[src/rtl/instr_stream_encoder_pkg.sv]
// Shared definitions for the 9-bit instruction word format.
// Holds the R/I opcode constants, the load error codes, the encoder state
// enum and the word packing helper. The legality checker and the decoder's
// verification bench both import this package, so there is one legal set.
package instr_stream_encoder_pkg;

    // R-type operation codes (4-bit field); 4'd15 is deliberately unassigned.
    localparam logic [3:0] kMV   = 4'd0;
    localparam logic [3:0] kADD  = 4'd1;
    localparam logic [3:0] kSUB  = 4'd2;
    localparam logic [3:0] kXOR  = 4'd3;
    localparam logic [3:0] kAND  = 4'd4;
    localparam logic [3:0] kXALL = 4'd5;
    localparam logic [3:0] kSLL  = 4'd6;
    localparam logic [3:0] kAS   = 4'd7;
    localparam logic [3:0] kB    = 4'd8;
    localparam logic [3:0] kBLT  = 4'd9;
    localparam logic [3:0] kBEQ  = 4'd10;
    localparam logic [3:0] kLW   = 4'd11;
    localparam logic [3:0] kSW   = 4'd12;
    localparam logic [3:0] kLUT  = 4'd13;
    localparam logic [3:0] kSTOP = 4'd14;

    // I-type operation codes (3-bit field); 3'd7 is deliberately unassigned.
    localparam logic [2:0] kLI   = 3'd0;
    localparam logic [2:0] kGBI  = 3'd1;
    localparam logic [2:0] kSB0  = 3'd2;
    localparam logic [2:0] kSB1  = 3'd3;
    localparam logic [2:0] kADDI = 3'd4;
    localparam logic [2:0] kSUBI = 3'd5;
    localparam logic [2:0] kLUTI = 3'd6;

    localparam int unsigned WordW = 9;

    typedef enum logic [1:0] {
        kErrNone     = 2'd0,
        kErrOpcode   = 2'd1,
        kErrOperand  = 2'd2,
        kErrOverflow = 2'd3
    } err_code_e;

    typedef enum logic [1:0] {
        StIdle,
        StLoad,
        StDone,
        StErr
    } state_e;

    // R: {0, op[3:0], reg[3:0]}   I: {1, op[2:0], imm[4:0]}
    function automatic logic [WordW-1:0] encode_word(input logic       is_imm,
                                                     input logic [3:0] op,
                                                     input logic [4:0] operand);
        if (is_imm) begin
            return {1'b1, op[2:0], operand};
        end
        return {1'b0, op, operand[3:0]};
    endfunction

endpackage

[src/rtl/instr_stream_encoder_if.sv]
// Field stream between an instruction producer and the encoder.
// Ports (signals): valid/ready handshake, is_imm (0 = R-type, 1 = I-type),
// op (4-bit opcode field), operand (5-bit register/immediate), last (final
// instruction of the program). master = producer, slave = encoder.
interface instr_stream_encoder_if;
    logic       valid;
    logic       ready;
    logic       is_imm;
    logic [3:0] op;
    logic [4:0] operand;
    logic       last;

    modport master (output valid, is_imm, op, operand, last, input ready);
    modport slave  (input valid, is_imm, op, operand, last, output ready);
endinterface

[src/rtl/instr_stream_encoder_legal_check.sv]
// Combinational legality check for one instruction beat.
// Ports: is_imm, op, operand (beat fields) -> legal (beat may be written),
// err (kErrOpcode / kErrOperand / kErrNone). Opcode errors take priority.
module instr_legal_check
    import instr_stream_encoder_pkg::*;
(
    input  logic       is_imm,
    input  logic [3:0] op,
    input  logic [4:0] operand,
    output logic       legal,
    output err_code_e  err
);
    logic op_ok;
    logic unused_operand;

    // Only the R-type register MSB matters here; low bits are always valid.
    assign unused_operand = ^operand[3:0];

    always_comb begin
        op_ok = 1'b0;
        err   = kErrNone;
        if (is_imm) begin
            op_ok = !op[3] && (op[2:0] inside {kLI, kGBI, kSB0, kSB1, kADDI, kSUBI, kLUTI});
        end else begin
            op_ok = op inside {kMV, kADD, kSUB, kXOR, kAND, kXALL, kSLL, kAS,
                               kB, kBLT, kBEQ, kLW, kSW, kLUT, kSTOP};
        end
        if (!op_ok) begin
            err = kErrOpcode;
        end else if (!is_imm && operand[4]) begin
            err = kErrOperand;
        end
        legal = (err == kErrNone);
    end
endmodule

[src/rtl/instr_stream_encoder.sv]
// Encodes a stream of instruction fields into 9-bit words and writes them
// to instruction memory starting at a base address.
// Ports: clk, rst_n (async active-low); start + base_addr begin a load;
// in_if (slave) carries the field beats; mem_wr_en/mem_addr/mem_wr_data
// drive the memory write port one cycle after a legal beat is accepted;
// busy/done/error/err_code/count report load status (done/error held).
module instr_stream_encoder
    import instr_stream_encoder_pkg::*;
#(
    parameter int unsigned AW    = 8,
    parameter int unsigned DEPTH = 256
) (
    input  logic                 clk,
    input  logic                 rst_n,
    input  logic                 start,
    input  logic [AW-1:0]        base_addr,
    instr_stream_encoder_if.slave in_if,
    output logic                 mem_wr_en,
    output logic [AW-1:0]        mem_addr,
    output logic [WordW-1:0]     mem_wr_data,
    output logic                 busy,
    output logic                 done,
    output logic                 error,
    output logic [1:0]           err_code,
    output logic [AW:0]          count
);
    localparam logic [AW:0] DepthW = (AW+1)'(DEPTH);

    state_e           state_q, state_d;
    logic [AW-1:0]    base_q, base_d;
    logic [AW:0]      count_q, count_d;
    logic             done_q, done_d;
    logic             error_q, error_d;
    err_code_e        err_q, err_d;
    logic             wr_q, wr_d;
    logic [AW-1:0]    addr_q, addr_d;
    logic [WordW-1:0] data_q, data_d;

    logic      ready;
    logic      accept;
    logic      beat_legal;
    err_code_e beat_err;

    instr_legal_check u_legal (
        .is_imm  (in_if.is_imm),
        .op      (in_if.op),
        .operand (in_if.operand),
        .legal   (beat_legal),
        .err     (beat_err)
    );

    // Leaving LOAD on the accepting edge is what blocks further beats after
    // a final or failed one.
    assign ready       = (state_q == StLoad) && (count_q < DepthW);
    assign accept      = ready && in_if.valid;
    assign in_if.ready = ready;

    always_comb begin
        state_d = state_q;
        base_d  = base_q;
        count_d = count_q;
        done_d  = done_q;
        error_d = error_q;
        err_d   = err_q;
        wr_d    = 1'b0;
        addr_d  = addr_q;
        data_d  = data_q;
        unique case (state_q)
            StIdle, StDone, StErr: begin
                if (start) begin
                    state_d = StLoad;
                    base_d  = base_addr;
                    count_d = '0;
                    done_d  = 1'b0;
                    error_d = 1'b0;
                    err_d   = kErrNone;
                end
            end
            StLoad: begin
                if (accept) begin
                    if (beat_legal) begin
                        wr_d    = 1'b1;
                        addr_d  = base_q + count_q[AW-1:0];  // wraps silently
                        data_d  = encode_word(in_if.is_imm, in_if.op, in_if.operand);
                        count_d = count_q + 1'b1;
                        if (in_if.last) begin
                            state_d = StDone;
                            done_d  = 1'b1;
                        end else if (count_d == DepthW) begin
                            state_d = StErr;
                            error_d = 1'b1;
                            err_d   = kErrOverflow;
                        end
                    end else begin
                        state_d = StErr;
                        error_d = 1'b1;
                        err_d   = beat_err;
                    end
                end
            end
            default: state_d = StIdle;
        endcase
    end

    always_ff @(posedge clk or negedge rst_n) begin
        if (!rst_n) begin
            state_q <= StIdle;
            base_q  <= '0;
            count_q <= '0;
            done_q  <= 1'b0;
            error_q <= 1'b0;
            err_q   <= kErrNone;
            wr_q    <= 1'b0;
            addr_q  <= '0;
            data_q  <= '0;
        end else begin
            state_q <= state_d;
            base_q  <= base_d;
            count_q <= count_d;
            done_q  <= done_d;
            error_q <= error_d;
            err_q   <= err_d;
            wr_q    <= wr_d;
            addr_q  <= addr_d;
            data_q  <= data_d;
        end
    end

    assign mem_wr_en   = wr_q;
    assign mem_addr    = addr_q;
    assign mem_wr_data = data_q;
    assign busy        = (state_q == StLoad);
    assign done        = done_q;
    assign error       = error_q;
    assign err_code    = err_q;
    assign count       = count_q;
endmodule
[src/flat_wrapper.sv]
// flat-port wrapper written by rule: the top's interface ports become plain ports
module instr_stream_encoder_flat import instr_stream_encoder_pkg::*;
#(
    parameter int unsigned AW    = 8,
    parameter int unsigned DEPTH = 256
)
  (clk, rst_n, start, base_addr, mem_wr_en, mem_addr, mem_wr_data, busy, done, error, err_code, count, in_if_valid, in_if_is_imm, in_if_op, in_if_operand, in_if_last, in_if_ready);
  instr_stream_encoder_if in_if_i ();
  input  logic clk;
  input  logic rst_n;
  input  logic start;
  input  logic [AW-1:0] base_addr;
  output logic mem_wr_en;
  output logic [AW-1:0] mem_addr;
  output logic [WordW-1:0] mem_wr_data;
  output logic busy;
  output logic done;
  output logic error;
  output logic [1:0] err_code;
  output logic [AW:0] count;
  input wire logic [$bits(in_if_i.valid)-1:0] in_if_valid;
  input wire logic [$bits(in_if_i.is_imm)-1:0] in_if_is_imm;
  input wire logic [$bits(in_if_i.op)-1:0] in_if_op;
  input wire logic [$bits(in_if_i.operand)-1:0] in_if_operand;
  input wire logic [$bits(in_if_i.last)-1:0] in_if_last;
  output wire logic [$bits(in_if_i.ready)-1:0] in_if_ready;
  assign in_if_i.valid = in_if_valid;
  assign in_if_i.is_imm = in_if_is_imm;
  assign in_if_i.op = in_if_op;
  assign in_if_i.operand = in_if_operand;
  assign in_if_i.last = in_if_last;
  assign in_if_ready = in_if_i.ready;
  instr_stream_encoder #(.AW(AW), .DEPTH(DEPTH)) u_core (.clk(clk), .rst_n(rst_n), .start(start), .base_addr(base_addr), .in_if(in_if_i), .mem_wr_en(mem_wr_en), .mem_addr(mem_addr), .mem_wr_data(mem_wr_data), .busy(busy), .done(done), .error(error), .err_code(err_code), .count(count));
endmodule
[config.mk]
export PLATFORM = sky130hd
export DESIGN_NAME = instr_stream_encoder_flat
export DESIGN_NICKNAME = d
export VERILOG_FILES = /design/src/rtl/instr_stream_encoder_pkg.sv /design/src/rtl/instr_stream_encoder_if.sv /design/src/rtl/instr_stream_encoder_legal_check.sv /design/src/rtl/instr_stream_encoder.sv /design/src/flat_wrapper.sv
export SDC_FILE = /design/constraint.sdc
export NUM_CORES = 1
export LEC_CHECK = 0
export ABC_AREA = 0
export CORE_MARGIN = 2
export CORE_UTILIZATION = 44
export DETAILED_ROUTE_END_ITERATION = 16
export GPL_ROUTABILITY_DRIVEN = 0
export PLACE_DENSITY = 0.82
export SYNTH_ARGS = -nofsm -noshare
export SYNTH_HDL_FRONTEND = slang
export SYNTH_SLANG_ARGS = --single-unit
[constraint.sdc]
create_clock -name clk -period 1.75 [get_ports clk]
set_input_delay 0.175 -clock clk [delete_from_list [all_inputs] [get_ports clk]]
set_output_delay 0.175 -clock clk [all_outputs]
set_load 0.02 [all_outputs]
Word level (Yosys, flattened, before mapping)
Cells that the tools add are included.
{"block": "op_classes", "n_addsub": 2, "n_lt_le_gt_ge": 1, "n_eq_ne": 31, "muxes": 37, "n_reduce_logical": 19}
{"cell": "9-bit two-way mux", "count": 5}
{"cell": "4-bit equality test (second input constant)", "count": 7}
{"cell": "2-bit two-way mux", "count": 11}
{"cell": "9-bit one-hot mux with 2 select lines", "count": 1}
{"cell": "4-bit by 3-bit equality test with 1-bit output (second input constant)", "count": 4}
{"cell": "1-bit two-way mux", "count": 16}
{"cell": "15-bit nonzero test", "count": 1}
{"cell": "9-bit by 1-bit adder with 9-bit output (second input constant)", "count": 1}
{"cell": "3-bit equality test (second input constant)", "count": 3}
{"cell": "9-bit equality test (second input constant)", "count": 1}
{"cell": "9-bit less-than comparator (second input constant)", "count": 1}
{"cell": "3-bit AND reduction", "count": 3}
{"cell": "8-bit adder", "count": 1}
{"cell": "4-bit by 2-bit equality test with 1-bit output (second input constant)", "count": 2}
{"cell": "2-bit one-hot mux with 2 select lines", "count": 2}
{"cell": "4-bit AND reduction", "count": 2}
{"cell": "7-bit nonzero test", "count": 1}
{"cell": "3-bit by 2-bit equality test with 1-bit output (second input constant)", "count": 2}
{"cell": "2-bit by 1-bit inequality test with 1-bit output (second input constant)", "count": 3}
{"cell": "3-bit inequality test (second input constant)", "count": 2}
{"cell": "2-bit equality test (second input constant)", "count": 2}
{"cell": "4-bit by 1-bit equality test with 1-bit output (second input constant)", "count": 1}
{"cell": "1-bit logical AND", "count": 4}
{"cell": "2-bit zero test", "count": 2}
{"cell": "other kinds (10)", "count": 12}
{"block": "totals", "regBits": 41, "input_bits": 23, "out_inout_bits": 33, "word_cells": 99}

Longest topological paths before layout
{"block": "logic_depth", "depth_word": 10, "depth_mapped": 9, "ltp_nobuf": 8}

By module
A second synthesis with hierarchy kept.
{"block": "hier_totals", "cells_unflattened": 233, "area_unflattened_um2": 2189.6}
{"mod": "instr_stream_encoder", "n_inst": 1, "cells_each": 225, "area_per_inst_um2": 2135.8, "seq_area_each_um2": 1026.0}
{"mod": "instr_legal_check", "n_inst": 1, "cells_each": 8, "area_per_inst_um2": 53.8, "seq_area_each_um2": 0.0}

Worst setup path before layout
Ideal clock, no wire load.
{"block": "synth_timing", "kind": "flip-flop to flip-flop", "startpoint": "register u_core.count_q[0] (netlist: u_core.count[0])", "endpoint": "register u_core.addr_q[6] (netlist: u_core.mem_addr[6])", "setup_time_ns": 0.095, "arrival_ns": 1.882, "t_required_ns": 1.655, "setup_slack_ns": -0.228, "stages_incl_launch_ff": 9, "n_path_buf": 0, "period_less_slack_ns": 1.978, "cell_sequence": "dfrtp_1 -> ha_1 -> inv_1 -> fa_1 -> nor2b_1 -> o21ai_0 -> a21o_1 -> and3b_1 -> o31ai_1"}
{"block": "synth_between", "elab_chain_cells": 4, "elab_cells_between_ends": 5, "cone_classes": "1 x add/sub; 1 x order compare; 3 x reduce/logical"}
{"item": "start: declaration", "line_no": "instr_stream_encoder.sv:31", "text": "logic [AW:0] count_q, count_d;"}
{"item": "start signal: assignment", "line_no": "instr_stream_encoder.sv:119", "text": "count_q <= count_d;"}
{"item": "9-bit less-than comparator", "line_no": "instr_stream_encoder.sv:54", "text": "assign ready = (state_q == StLoad) && (count_q < DepthW);"}
{"item": "1-bit logical AND", "line_no": "instr_stream_encoder.sv:54"}
{"item": "1-bit logical AND", "line_no": "instr_stream_encoder.sv:55", "text": "assign accept = ready && in_if.valid;"}
{"item": "3-bit AND reduction (no source line)"}
{"item": "end signal: assignment", "line_no": "instr_stream_encoder.sv:124", "text": "addr_q <= addr_d;"}
{"item": "end: declaration", "line_no": "instr_stream_encoder.sv:36", "text": "logic [AW-1:0] addr_q, addr_d;"}
Several ways; a longest one is shown, not always the timed one.
A chain may end at the register's enable or synchronous reset.

Final worst setup path
{"block": "layout_timing", "startpoint": "register u_core.count_q[1] (netlist: u_core.count[1])", "endpoint": "register u_core.state_q[1]"}
{"block": "layout_between", "elab_chain_cells": 5, "elab_cells_between_ends": 8, "cone_classes": "1 x add/sub; 1 x order compare; 3 x eq/ne; 3 x reduce/logical"}
{"item": "branches (longest 4 deep; another with 9-bit by 1-bit adder with 9-bit output)"}
{"item": "3-bit AND reduction (no source line) (*)"}
{"item": "end signal: assignment", "line_no": "instr_stream_encoder.sv:107", "text": "state_q <= StIdle;"}
{"item": "end signal: assignment", "line_no": "instr_stream_encoder.sv:117", "text": "state_q <= state_d;"}
{"item": "end: declaration", "line_no": "instr_stream_encoder.sv:29", "text": "state_e state_q, state_d;"}
Mark *: on every way between the ends.

==> flow_summary.json <==
{
  "syn-instance-count": 227,
  "worst_setup_path_startpoint": "u_core.count[1]",
  "grt_antenna_before_repair": 0,
  "mappedNetlistNets": 260,
  "cp_max_fo": 7,
  "total_leakage_power_nw": 1.50,
  "finalClockSkew_ns": 0.00586,
  "grt_use_total_pct": 20.4,
  "critical-path-top-delay-family": "simple AND/OR/NAND/NOR gates",
  "synth_compound_area_share_pct": 16.6,
  "tightest_slew_ns": 0.469,
  "timing_max_transition_violations_final": 0,
  "seqCellArea_um2": 1030,
  "grt_pass1_wl_um": 8750,
  "violations_in_the_final_reports": "negative setup slack",
  "min_period_over_period_pct": 103,
  "synth_adder_area_share_pct": 6.40,
  "setup_total_negative_slack_ns": -0.0649,
  "vdd.ir_drop.worst_v": 0.000742,
  "synth_edf_count": 0,
  "count_of_buffers_inserted_at_the_top_level_ports": 55,
  "multi_input_comb_area_um2": 1260,
  "htree_levels": 2,
  "netlist-cell-type-count": 49,
  "detailedRoute.firstPassIterationCount": 4,
  "grt_setup_unrepaired": "true",
  "r2r_setup_slack_ns": -0.05,
  "setup.worst_path.end": "u_core.state_q[1]",
  "die_width_um": 75.2,
  "drv.max_cap_violation_count": 0,
  "worst_ep_required_time_ns": 1.93,
  "number_of_rows_in_the_core_area": 25,
  "dieHeight_um": 75.2,
  "power.density_nw_per_um2": 1370,
  "timing.final.hold_violations": 0,
  "highest_cell_delay_on_the_worst_timing_path_ns": 0.46,
  "dp_hpwl_um": 3950,
  "grt_pass1_vias": 2004,
  "root_buffer": "sky130_fd_sc_hd__clkbuf_8",
  "placement.setup.worst_slack_ns": -0.388,
  "yosysWarnings": 0,
  "drt_iter0_markers": 60,
  "finish.net_count": 350,
  "synth_simple_gate_area_share_pct": 18.1,
  "worstSkewPairLatency_ns": 0.30,
  "achievable-frequency_ghz": 0.555,
  "outcome": "finished with violations",
  "antennaDiodeCount": 0,
  "timing.critical_path.cells": "ha_1, nand2_4, nor3b_2, or3_4, a311oi_2, o21ai_0",
  "setup_viols_final": 4,
  "drc_errors": 0,
  "vias_per_cell": 5.24,
  "synth_top_family_by_area": "simple AND/OR/NAND/NOR gates",
  "asyncSetResetFlopFracSynth_pct": 100,
  "critical_path.reg2reg.startpoint": "u_core.count[1]",
  "tritoncts.num_buffers": 5,
  "drt.antenna.violating_nets": 0,
  "final.min_clock_period_ns": 1.80,
  "io_pins": 56,
  "start_kind": "flop",
  "flow.area_growth_from_synthesis_pct": 50.2,
  "r2r_cells": 6,
  "yosys_register_bits": 41,
  "layout.cells.non_filler": 385,
  "routedWlPerCell_um": 14.1,
  "yosys.area_share.xor_xnor_pct": 2.36,
  "timing.slew.headroom_pct": 68.8,
  "timing_worst_setup_path_type": "flop to flop",
  "route.final.wire_length_um": 5420,
  "overflow": 0,
  "fill_cells": 394,
  "setup.worst_path.end_class": "flop",
  "clock_pin_transition_on_the_worst_setup_and_hold_timing_paths_ns": 0.08,
  "placeableCoreArea_um2": 4820,
  "worstHoldPathType": "input port to async pin",
  "die-area_um2": 5650,
  "clkSinkCount": 41,
  "cp.depth": 6,
  "r2r_end": "u_core.state_q[1]",
  "postSynthAreaPerCell_um2": 9.82,
  "place_inst": 376,
  "grt_max_degree": 23,
  "whs_ns": 0.354,
  "synth_area_um2": 2230,
  "final_layout_size_suffix_gt1_share_pct": 26.4,
  "cts.path.max_buffers": 2,
  "cp.buffers_inverters": 0,
  "leading_register_cell_type_out_of_synthesis": "sky130_fd_sc_hd__dfrtp_1",
  "yosys-mux-area-fraction_pct": 6.29,
  "post_synthesis_sequential_area_ratio_pct": 46.0,
  "crit_path_top_delay_cell": "sky130_fd_sc_hd__dfrtp_2",
  "initial_core_util_pct": 46.3,
  "vias": 2016,
  "post-route-worst-setup-slack_ns": -0.0525,
  "worst-endpoint-arrival_ns": 1.98,
  "tritoncts": "yes"
}
-- layout by cell type (no fill, tap or decap), types with 2 or more instances in the layout --
| cell type | Yosys | layout |
|---|---|---|
| sky130_fd_sc_hd__nor3_4 | 1 | 2 |
| sky130_fd_sc_hd__xor2_1 | 2 | 2 |
| sky130_fd_sc_hd__inv_2 | 1 | 2 |
| sky130_fd_sc_hd__nor2_1 | 9 | 9 |
| sky130_fd_sc_hd__nand3_1 | 7 | 6 |
| sky130_fd_sc_hd__buf_12 | 0 | 3 |
| sky130_fd_sc_hd__a21oi_1 | 8 | 7 |
| sky130_fd_sc_hd__nand2b_1 | 3 | 3 |
| sky130_fd_sc_hd__a21boi_0 | 2 | 2 |
| sky130_fd_sc_hd__dfrtp_2 | 0 | 4 |
| sky130_fd_sc_hd__mux2i_1 | 5 | 5 |
| sky130_fd_sc_hd__nand2_1 | 42 | 41 |
| sky130_fd_sc_hd__nor3_1 | 5 | 4 |
| sky130_fd_sc_hd__nor2b_1 | 4 | 4 |
| sky130_fd_sc_hd__buf_4 | 2 | 33 |
| sky130_fd_sc_hd__a21o_1 | 3 | 3 |
| sky130_fd_sc_hd__o21ai_1 | 7 | 10 |
| sky130_fd_sc_hd__ha_1 | 9 | 5 |
| sky130_fd_sc_hd__dfrtp_1 | 41 | 37 |
| sky130_fd_sc_hd__clkbuf_8 | 0 | 5 |
| sky130_fd_sc_hd__xnor2_1 | 4 | 4 |
| sky130_fd_sc_hd__a22o_1 | 6 | 6 |
| sky130_fd_sc_hd__clkinv_2 | 0 | 2 |
| sky130_fd_sc_hd__clkbuf_2 | 0 | 2 |
| sky130_fd_sc_hd__mux2_2 | 8 | 8 |
| sky130_fd_sc_hd__ha_4 | 0 | 4 |
| sky130_fd_sc_hd__and3_1 | 3 | 3 |
| sky130_fd_sc_hd__clkdlybuf4s50_1 | 0 | 51 |
| sky130_fd_sc_hd__o21ai_0 | 12 | 9 |
| sky130_fd_sc_hd__or3_4 | 0 | 3 |
| sky130_fd_sc_hd__o31ai_1 | 3 | 2 |
| sky130_fd_sc_hd__inv_1 | 8 | 7 |
-- Yosys cell counts, drive strengths merged (3+ instances only) --
cell type	instances	share of area [%]
mux2	8	4.0
o31ai	4	1.6
o21ai	19	4.3
nand2b	3	0.84
nor2b	4	1.1
dfrtp	41	46
nor2	9	1.5
buf	7	2.4
or3	4	1.1
nor3	6	1.9
nand2	42	7.1
mux2i	5	2.2
a22o	6	2.4
and3	3	0.84
inv	9	1.5
nand3	7	1.6
ha	9	5.1
xnor2	4	1.6
a21oi	8	1.8
a21o	3	1.0
-- cell families after synthesis --
family / after synthesis
XOR/XNOR: 6
buffers and inverters: 18
multiplexers: 13
flip-flops: 41
adder cells (fa/ha/maj): 11
AO/OA/AOI/OAI: 54
AND/OR/NAND/NOR: 84
-- area by class of cell --
class / instances / share of cell area (%)
Multi-Input combinational cell: 168 / 37.8
Timing Repair Buffer: 92 / 25.5
Inverter: 9 / 1.01
Sequential cell: 41 / 30.8
Clock buffer: 6 / 2.17
Clock inverter: 2 / 0.299
Tap cell: 67 / 2.50
-- power by group --
| group | switching (mW) | leakage [nW] | total [mW] | internal, mW |
|---|---|---|---|---|
| clock | 0.330 | 0.0450 | 0.606 | 0.277 |
| sequential | 0.243 | 0.511 | 1.56 | 1.32 |
| combinational | 1.18 | 0.947 | 2.41 | 1.23 |
| total | 1.75 | 1.50 | 4.57 | 2.82 |
-- worst min path at each step --
stage | start | end | slack (ns)
floorplan | rst_n | u_core.base_q[0] | -0.12
global placement | rst_n | u_core.mem_addr[4] | 0.15
detailed placement | rst_n | u_core.mem_addr[4] | 0.15
CTS | rst_n | u_core.mem_addr[4] | 0.37
global route | rst_n | u_core.mem_addr[4] | 0.40
finish | rst_n | u_core.mem_addr[3] | 0.35
-- flip-flops by register name, indices dropped and copies added, names as in the netlist --
signal,flops
u_core.count,9
u_core.done,1
u_core.mem_addr,8
u_core.err_code,2
u_core.state_q,2
u_core.error,1
u_core.mem_wr_en,1
u_core.mem_wr_data,9
u_core.base_q,8
-- routing by layer --
| layer | vias to the layer above | wire, um | global-route usage, % |
|---|---|---|---|
| met5 | - | 0 | 0 |
| met4 | 0 | 110 | 7.41 |
| met3 | 13 | 222 | 4.15 |
| met2 | 57 | 2670 | 34.8 |
| met1 | 962 | 2420 | 25.7 |
| li1 | 984 | - | - |
-- metrics by stage --
stage	area, um^2	utilization, %	total power [mW]
after floorplan	2250	-	2.82
after global placement	3130	64.9	3.82
after detailed placement	3130	64.9	3.89
after CTS	3250	67.5	4.53
after global routing	3350	69.5	4.92
final	3350	69.5	4.57
-- repair_timing --
action                                  CTS  global route
endpoints found under the hold margin    19             0
endpoints found under the setup margin   20            10
hold buffers                              1             0
pin swaps                                 0             9
resized for setup                        11            22
setup buffers                             0             0
No activity file was read; power rests on OpenSTA's default activity.
